--- config.mk ---
export PLATFORM = sky130hd
export DESIGN_NAME = ground_renderer
export DESIGN_NICKNAME = d
export VERILOG_FILES = /design/src/rtl/ground_pkg.sv /design/src/rtl/ground_tile_rom.sv /design/src/rtl/ground_renderer.sv
export SDC_FILE = /design/constraint.sdc
export NUM_CORES = 1
export LEC_CHECK = 0
export CAP_MARGIN = 10
export CORE_UTILIZATION = 40
export DETAILED_ROUTE_END_ITERATION = 7
export PLACE_DENSITY_LB_ADDON = 0.3
export SLEW_MARGIN = 20
export SYNTH_ARGS = -nofsm -noshare
export SYNTH_HDL_FRONTEND = slang
export SYNTH_SLANG_ARGS = --single-unit
--- constraint.sdc ---
create_clock -name CLK -period 1.8 [get_ports CLK]
set_clock_uncertainty 0.1 [all_clocks]
set_input_delay 0.27 -clock CLK [delete_from_list [all_inputs] [get_ports CLK]]
set_output_delay 0.27 -clock CLK [all_outputs]
set_load 0.02 [all_outputs]
--- src/rtl/ground_pkg.sv ---
// Shared constants, types and tile artwork for the scrolling-ground renderer.
// Latency: n/a (package only).
// Backpressure: n/a (package only).
package ground_pkg;

  localparam int TILE_W     = 40;
  localparam int TILE_COUNT = 16;
  localparam int GROUND_Y   = 400;
  localparam int GROUND_H   = 8;
  localparam int SCREEN_W   = 640;
  localparam int POS_W      = 6;

  typedef logic [5:0] tile_col_t;
  typedef logic [2:0] tile_row_t;
  typedef logic [3:0] tile_idx_t;

  // Flat tile: a solid top edge with a few pebbles scattered below it.
  function automatic logic [TILE_W-1:0] flat_mask(input tile_row_t row);
    logic [TILE_W-1:0] m;
    m = '0;
    case (row)
      3'd0: m = '1;
      3'd1: begin m[7] = 1'b1; m[23] = 1'b1; end
      3'd2: begin m[15] = 1'b1; m[31] = 1'b1; end
      3'd3: m[3] = 1'b1;
      3'd4: m[27] = 1'b1;
      3'd5: m[11] = 1'b1;
      3'd6: m[35] = 1'b1;
      3'd7: begin m[19] = 1'b1; m[38] = 1'b1; end
      default: m = '0;
    endcase
    return m;
  endfunction

endpackage

--- src/rtl/ground_tile_rom.sv ---
// Tile ROM: combinational (pattern, row, col) -> ground bit; pattern 1 adds a bump.
// Latency: 0 cycles (pure combinational lookup).
// Backpressure: none; the lookup is evaluated every cycle.
module ground_tile_rom
  import ground_pkg::*;
(
  input  logic      pattern,
  input  tile_row_t row,
  input  tile_col_t col,
  output logic      pix_bit
);

  logic [TILE_W-1:0] mask;
  logic              bump;

  // Look up the flat artwork and overlay the raised block for the bump set.
  always_comb begin
    mask    = flat_mask(row);
    bump    = pattern && (row <= 3'd2) && (col >= 6'd10) && (col <= 6'd19);
    pix_bit = 1'b0;
    if (col < 6'(TILE_W)) begin
      pix_bit = mask[col] | bump;
    end
  end

endmodule

--- src/rtl/ground_renderer.sv ---
// Ground band renderer: scroll-shifted 40 px tiles; GROUND_BUMPS_EN selects bumps on odd tiles.
// Latency: 2 cycles pix_valid -> ground_valid, one pixel per cycle.
// Backpressure: none; the pixel stream is never stalled.
module ground_renderer
  import ground_pkg::*;
(
  input  logic             CLK,
  input  logic             RST,
  input  logic             frame_start,
  input  logic [POS_W-1:0] ground_position,
  input  logic             pix_valid,
  input  logic [9:0]       pix_x,
  input  logic [9:0]       pix_y,
  output logic             ground_pixel,
  output logic             ground_valid
);

  logic [POS_W-1:0] pos_latched;
  logic [POS_W-1:0] pos_wrapped;
  tile_col_t        col_cnt;
  tile_idx_t        tile_idx;
  logic             in_band;
  logic             s1_vld;
  logic             s1_in_band;
  tile_row_t        s1_row;
  logic             pattern;
  logic             rom_bit;

  // Fold out-of-range scroll values back into 0..39 and classify the row.
  always_comb begin
    pos_wrapped = ground_position;
    if (ground_position >= POS_W'(TILE_W)) begin
      pos_wrapped = ground_position - POS_W'(TILE_W);
    end
    in_band = (pix_y >= 10'(GROUND_Y)) && (pix_y < 10'(GROUND_Y + GROUND_H));
  end

  // Stage 1: frame-synchronous position latch, column/tile tracking, band info.
  always_ff @(posedge CLK) begin
    if (RST) begin
      pos_latched <= '0;
      col_cnt     <= '0;
      tile_idx    <= '0;
      s1_vld      <= 1'b0;
      s1_in_band  <= 1'b0;
      s1_row      <= '0;
    end else begin
      if (frame_start) begin
        pos_latched <= pos_wrapped;
      end
      s1_vld     <= pix_valid;
      s1_in_band <= in_band;
      s1_row     <= tile_row_t'(pix_y[2:0] - 3'(GROUND_Y));
      if (pix_valid) begin
        if (pix_x == 10'd0) begin
          col_cnt  <= pos_latched;
          tile_idx <= '0;
        end else if (col_cnt == 6'(TILE_W - 1)) begin
          col_cnt <= '0;
          if (tile_idx != 4'(TILE_COUNT - 1)) begin
            tile_idx <= tile_idx + 4'd1;
          end
        end else begin
          col_cnt <= col_cnt + 6'd1;
        end
      end
    end
  end

`ifdef GROUND_BUMPS_EN
  assign pattern = tile_idx[0];
`else
  assign pattern = 1'b0;
`endif

  ground_tile_rom u_rom (
    .pattern (pattern),
    .row     (s1_row),
    .col     (col_cnt),
    .pix_bit (rom_bit)
  );

  // Stage 2: register the final pixel, masked outside the band and when invalid.
  always_ff @(posedge CLK) begin
    if (RST) begin
      ground_valid <= 1'b0;
      ground_pixel <= 1'b0;
    end else begin
      ground_valid <= s1_vld;
      ground_pixel <= s1_vld & s1_in_band & rom_bit;
    end
  end

endmodule

## Word level (Yosys, flattened, before mapping)

Cells that the tools add are included.

- Output and inout bits: 2
- Logic and storage cells: 50
- Input bits: 30
- Register bits after elaboration: 19

- Eq/ne operators: 8
- Bitwise logic cells: 2
- Add/subtract/negate cells: 2
- Order comparisons: 5
- Multiplexer cells: 16
- Reductions and logical operators: 10

Operator list:

| operator | number |
|---|---|
| 2-to-1 mux 6 bit | 3 |
| OR reduction 2 bit | 7 |
| == test 3 bit, second input constant | 4 |
| >= comparator 10 x 9 -> 1 bit, second input constant | 1 |
| zero test 10 bit | 1 |
| less-than comparator 10 x 9 -> 1 bit, second input constant | 1 |
| 2-to-1 mux 1 bit | 10 |
| less-than comparator 6 x 7 -> 1 bit, second input constant | 1 |
| adder 6 x 1 -> 6 bit, second input constant | 1 |
| binary-select mux 1 bit (select 6 bit) | 1 |
| == test 3 x 2 -> 1 bit, second input constant | 2 |
| == test 6 bit, second input constant | 1 |
| >= comparator 6 bit, second input constant | 1 |
| less-than comparator 6 bit, second input constant | 1 |
| subtractor 6 bit, second input constant | 1 |
| == test 3 x 1 -> 1 bit, second input constant | 1 |
| zero test 3 bit | 1 |
| 2-to-1 mux 3 bit | 1 |
| bitwise AND 1 bit | 2 |
| 2-to-1 mux 2 bit | 1 |
| logical AND 1 bit | 1 |

## Depth between registers and ports, before layout

- Depth after elaboration: 7
- Mapped depth: 6
- Mapped depth without buffers: 5

## Cells and area by module

A second synthesis with hierarchy kept.

- Cell total of the unflattened synthesis: 122
- Area total of the unflattened synthesis: 1096.1 um^2

By module, submodules not included:

| module | area an instance (um^2) | cells an instance | times used | sequential area each (um^2) |
|---|---|---|---|---|
| ground_renderer | 902.1 | 92 | 1 | 380.4 |
| ground_tile_rom | 193.9 | 30 | 1 | 0.0 |

## Least setup slack after synthesis

No wires, ideal clock.

- Path kind: input port to flip-flop
- Start: input pix_x[7]
- End: register col_cnt[1]
- Stages on the path: 5
- Setup time: 0.134 ns
- Arrival time: 1.535 ns
- Required time: 1.566 ns
- Path buffers: 1
- Path slack: 0.031 ns
- Path through: or4_4 > nor4_4 > buf_6 > mux2i_1 > a211oi_2

- Longest elaborated chain between the ends: 2

RTL lines:

| what | RTL line | text |
|---|---|---|
| from (decl) | ground_renderer.sv:12 | `input logic [9:0] pix_x,` |
| zero test 10 bit | ground_renderer.sv:55 | `if (pix_x == 10'd0) begin` |
| 2-to-1 mux 6 bit | ground_renderer.sv:55 |  |
| to (signal assigned) | ground_renderer.sv:56 | `col_cnt <= pos_latched;` |
| to (signal assigned) | ground_renderer.sv:64 | `col_cnt <= col_cnt + 6'd1;` |
| to (decl) | ground_renderer.sv:20 | `tile_col_t col_cnt;` |

No other way between the ends.
A chain may end at the register's enable or synchronous reset.

## Final worst setup path

- Start: input pix_x[1]
- End: register col_cnt[3]

Same word-level chain as after synthesis.

==> impl_metrics.yaml <==
timing:
  fin_worst_hold_slack_ns: 0.3718
  timing_hold_violations_final: 0
  final_period_minus_worst_setup_slack_ns: 1.703
  maxSlewViolCount: 0
  layout_worst_path_cycle_share_pct: 94.59
  worst_slew_slack_as_a_fraction_of_its_limit_pct: 74.16
  fmax_mhz: 587.4
  unrepaired_setup_endpoints_after_global_routing: "no"
  tightest_slew_ns: 0.3778
  finalWorstSetupSlack_ns: 0.09745
  finalSetupViolCount: 0
synthesis:
  synth_enable_flop_cells: 0
  syn-mean-instance-area_um2: 8.737
  synth_cell_types: 41
  seq_area_frac_synth_pct: 37.21
  synth_top_family_by_area: "simple AND/OR/NAND/NOR gates"
  post-synth-top-area-cell: "sky130_fd_sc_hd__dfxtp_1"
  count_of_warnings_emitted_by_yosys: 0
  synth-compound-area-share_pct: 17.87
  yosys.cell_count.top_type: "sky130_fd_sc_hd__dfxtp_1"
  synthesized_nets: 149
  async_reset_ff_share_pct: 0
  synth_cells: 117
  syn-cell-area_um2: 1022
  ys_ff_latch: 19
  synth_top_area_share_pct: 37.21
  synth_xor_area_share_pct: 0.8568
  synth_top_cells_by_count: "19 x sky130_fd_sc_hd__dfxtp_1, 11 x sky130_fd_sc_hd__nor2_1, 8 x sky130_fd_sc_hd__a21oi_1"
  synth_simple_gate_area_share_pct: 29.50
  main_synth_ff_type: "sky130_fd_sc_hd__dfxtp_1"
  synth-adder-area-share_pct: 3.427
  synth.area.mux_share_pct: 5.998
  synth_top_cells_by_area: "sky130_fd_sc_hd__dfxtp_1 37%, sky130_fd_sc_hd__mux2i_1 4.9%, sky130_fd_sc_hd__nor2_1 4.0%"
worst_setup_path:
  arrival_time_reported_for_the_critical_path_endpoint_ns: 1.78
  worst_path_largest_cell_delay_ns: 0.43
  cp.required_ns: 1.87
  worst_path_most_repeated_cell: "sky130_fd_sc_hd__a31oi_1"
  worstSetupEndpointType: "flop"
  critical_path_peak_fanout: 7
  worstPathCellList: "clkdlybuf4s50_1 > or4_4 > nor4_4 > buf_6 > nor4_2 > a31oi_1 > a31oi_1"
  worst_path_max_delay_cell: "sky130_fd_sc_hd__or4_4"
  critPathLaunchType: "primary input"
  criticalPathCategory: "primary input to flop"
die:
  placement_rows: 17
  initial_utilization_pct: 44.09
  height_of_the_die_um: 52.55
  num_io_pins: 32
  die_area_um2: 2762
  core_area_um2: 2318
  die_w_um: 52.55
placed_design:
  place_congestion: 0.8604
  port-buffer-count: 31
  dp_hpwl_um: 1600
  dp_worst_setup_slack_ns: -0.3983
power_and_ir_drop:
  static-leakage-power_uw: 0.0005732
  switching_power_as_a_share_of_total_power_pct: 24.16
  sequentialPowerShare_pct: 55.9
  irDropWorstVdd_v: 0.0005176
  internal_power_uw: 621.4
  power.combinational.fraction_pct: 18.6
  p_switching_uw: 198.0
  clock_power_share_pct: 25.5
  p_per_area_nw_per_um2: 575.5
run_status:
  run_status: "completed"
detailed_routing:
  detailedRoute.firstIterationViolations: 15
  wl_per_cell_um: 12.30
  num_vias: 952
  postRouteWirelength_um: 2190
  drt-pass1-iter-count: 4
  residual_antenna_violating_net_count_after_detailed_routing: 0
  via_per_inst: 5.348
  post-route-drc-count: 0
cts:
  numCtsBuffers: 3
  worstSkewPairLatency_ns: 0.29
  cts_hold_buf: 0
  clockBufferDepth: 2
  clk_transition_reported_paths_ns: 0.10
  cts-htree-levels: 1
  clk_root_buffer_cell: "sky130_fd_sc_hd__clkbuf_4"
  cts_tree: "done"
  cts_num_sinks: 19
  cts.repair_timing.setup_buffer_count: 0
worst_hold_path:
  worstHoldPathType: "flop to flop"
final_layout:
  antenna_cells: 0
  syn2layout_area_growth_pct: 39.29
  multiInputGateArea_um2: 600.6
  filler_cell_count: 195
  finish.utilization_pct: 61.41
  final-seq-area_um2: 381.6
  finish.net_count: 183
  layout-drive-gt1-share_pct: 15.33
global_routing:
  grt_pass1_vias: 892
  use_met3_pct: 4.348
  grt_antenna_before_repair: 0
  grt_max_degree: 18
  globalRoute.totalOverflow: 0
  grt_first_pass_wirelength_um: 3732
  grt_util_all_layers_pct: 18.34
  use_met2_pct: 32.49
  globalRouteMet1Util_pct: 21.62
  global_route.peak_usage_layer: "met2"
job:
  maxCapViolations: 0
## registers in the layout, summed over array words and instances, names as in the netlist
name,flops
col_cnt,6
ground_pixel,1
ground_valid,1
pos_latched,6
s1_in_band,1
s1_row,3
s1_vld,1
## layout by cell type (no fill, tap or decap), drive strengths merged, types with 2 or more instances in the layout
cell type      synthesis  layout
nor2                  11      11
dfxtp                 19      19
mux2i                  5       5
and2                   3       3
a211oi                 3       3
nand2b                 3       3
nand2                  6       6
o21ai                  6       6
a21oi                  8       8
inv                    4       4
buf                    1       6
dlygate4sd2            0       3
nand4                  2       2
nor2b                  6       6
ha                     2       2
clkbuf                 7       4
dlymetal6s2s           0       4
nor4                   2       2
clkdlybuf4s50          0      24
nor3                   2       2
nor3b                  3       3
a31oi                  3       3
or4                    2       2
and3                   3       3
## cells by family (layout without fill, tap and decap cells)
family / Yosys count / after routing
compound gates: 28 / 28
flops: 19 / 19
mux: 6 / 6
fa+ha+maj: 3 / 3
xor+xnor: 1 / 1
buf+inv: 12 / 45
simple gates: 48 / 48
## layout make-up
| class | count | area share (%) |
|---|---|---|
| multi-input combinational | 86 | 42.18 |
| sequential | 19 | 26.80 |
| timing repair buffer | 37 | 25.66 |
| tap | 28 | 2.460 |
| clock buffer | 4 | 1.845 |
| inverter | 4 | 1.054 |
## path summary, 6_finish.rpt
path                                           endpoint  cells past startpoint                     from  slack (ns)
worst min-delay path            ground_valid$_SDFF_PP0_                      1        s1_vld$_SDFF_PP0_        0.37
worst max register to register  col_cnt[5]$_SDFFE_PP0P_                      5  col_cnt[1]$_SDFFE_PP0P_        0.13
worst max-delay path            col_cnt[3]$_SDFFE_PP0P_                      7                 pix_x[1]         0.1
worst min register to register  ground_valid$_SDFF_PP0_                      1        s1_vld$_SDFF_PP0_        0.37
## routing by layer
metal	up-vias	routed length (um)
met4	0	17
met2	16	1100
li1	490	-
met3	2	70
met5	-	0
met1	444	1001
## worst max-delay path, delay by kind of cell
family	cells	cell delay, ns
buffers and inverters	2	0.57
AND/OR/NAND/NOR	3	0.68
AO/OA/AOI/OAI	2	0.26
## through the flow
step	setup TNS [ns]	instance area, um2	power (uW)	std cells
6_report	0	1424	819.4	178
4_1_cts	0	1408	827.0	178
3_5_place_dp	-2.262	1368	621.0	173
5_1_grt	0	1424	865.7	178
3_3_place_gp	-2.100	1368	616.2	173
2_1_floorplan	0	1022	532.8	117
## power groups by stage
stage / registers (uW) / logic (uW) / clock network [uW]
after global placement: 466 / 150 / 0
after detailed placement: 467 / 154 / 0
final: 458 / 152 / 209
after global routing: 461 / 165 / 239
after CTS: 458 / 153 / 216
after floorplan: 462 / 70.8 / 0
## repair_timing
item	4_1_cts	5_1_grt
gates cloned	1	0
hold endpoints to repair	0	0
setup endpoints to repair	6	7
gates resized for setup	6	8
pin swaps	6	4
Power figures use the tool's default switching activity.
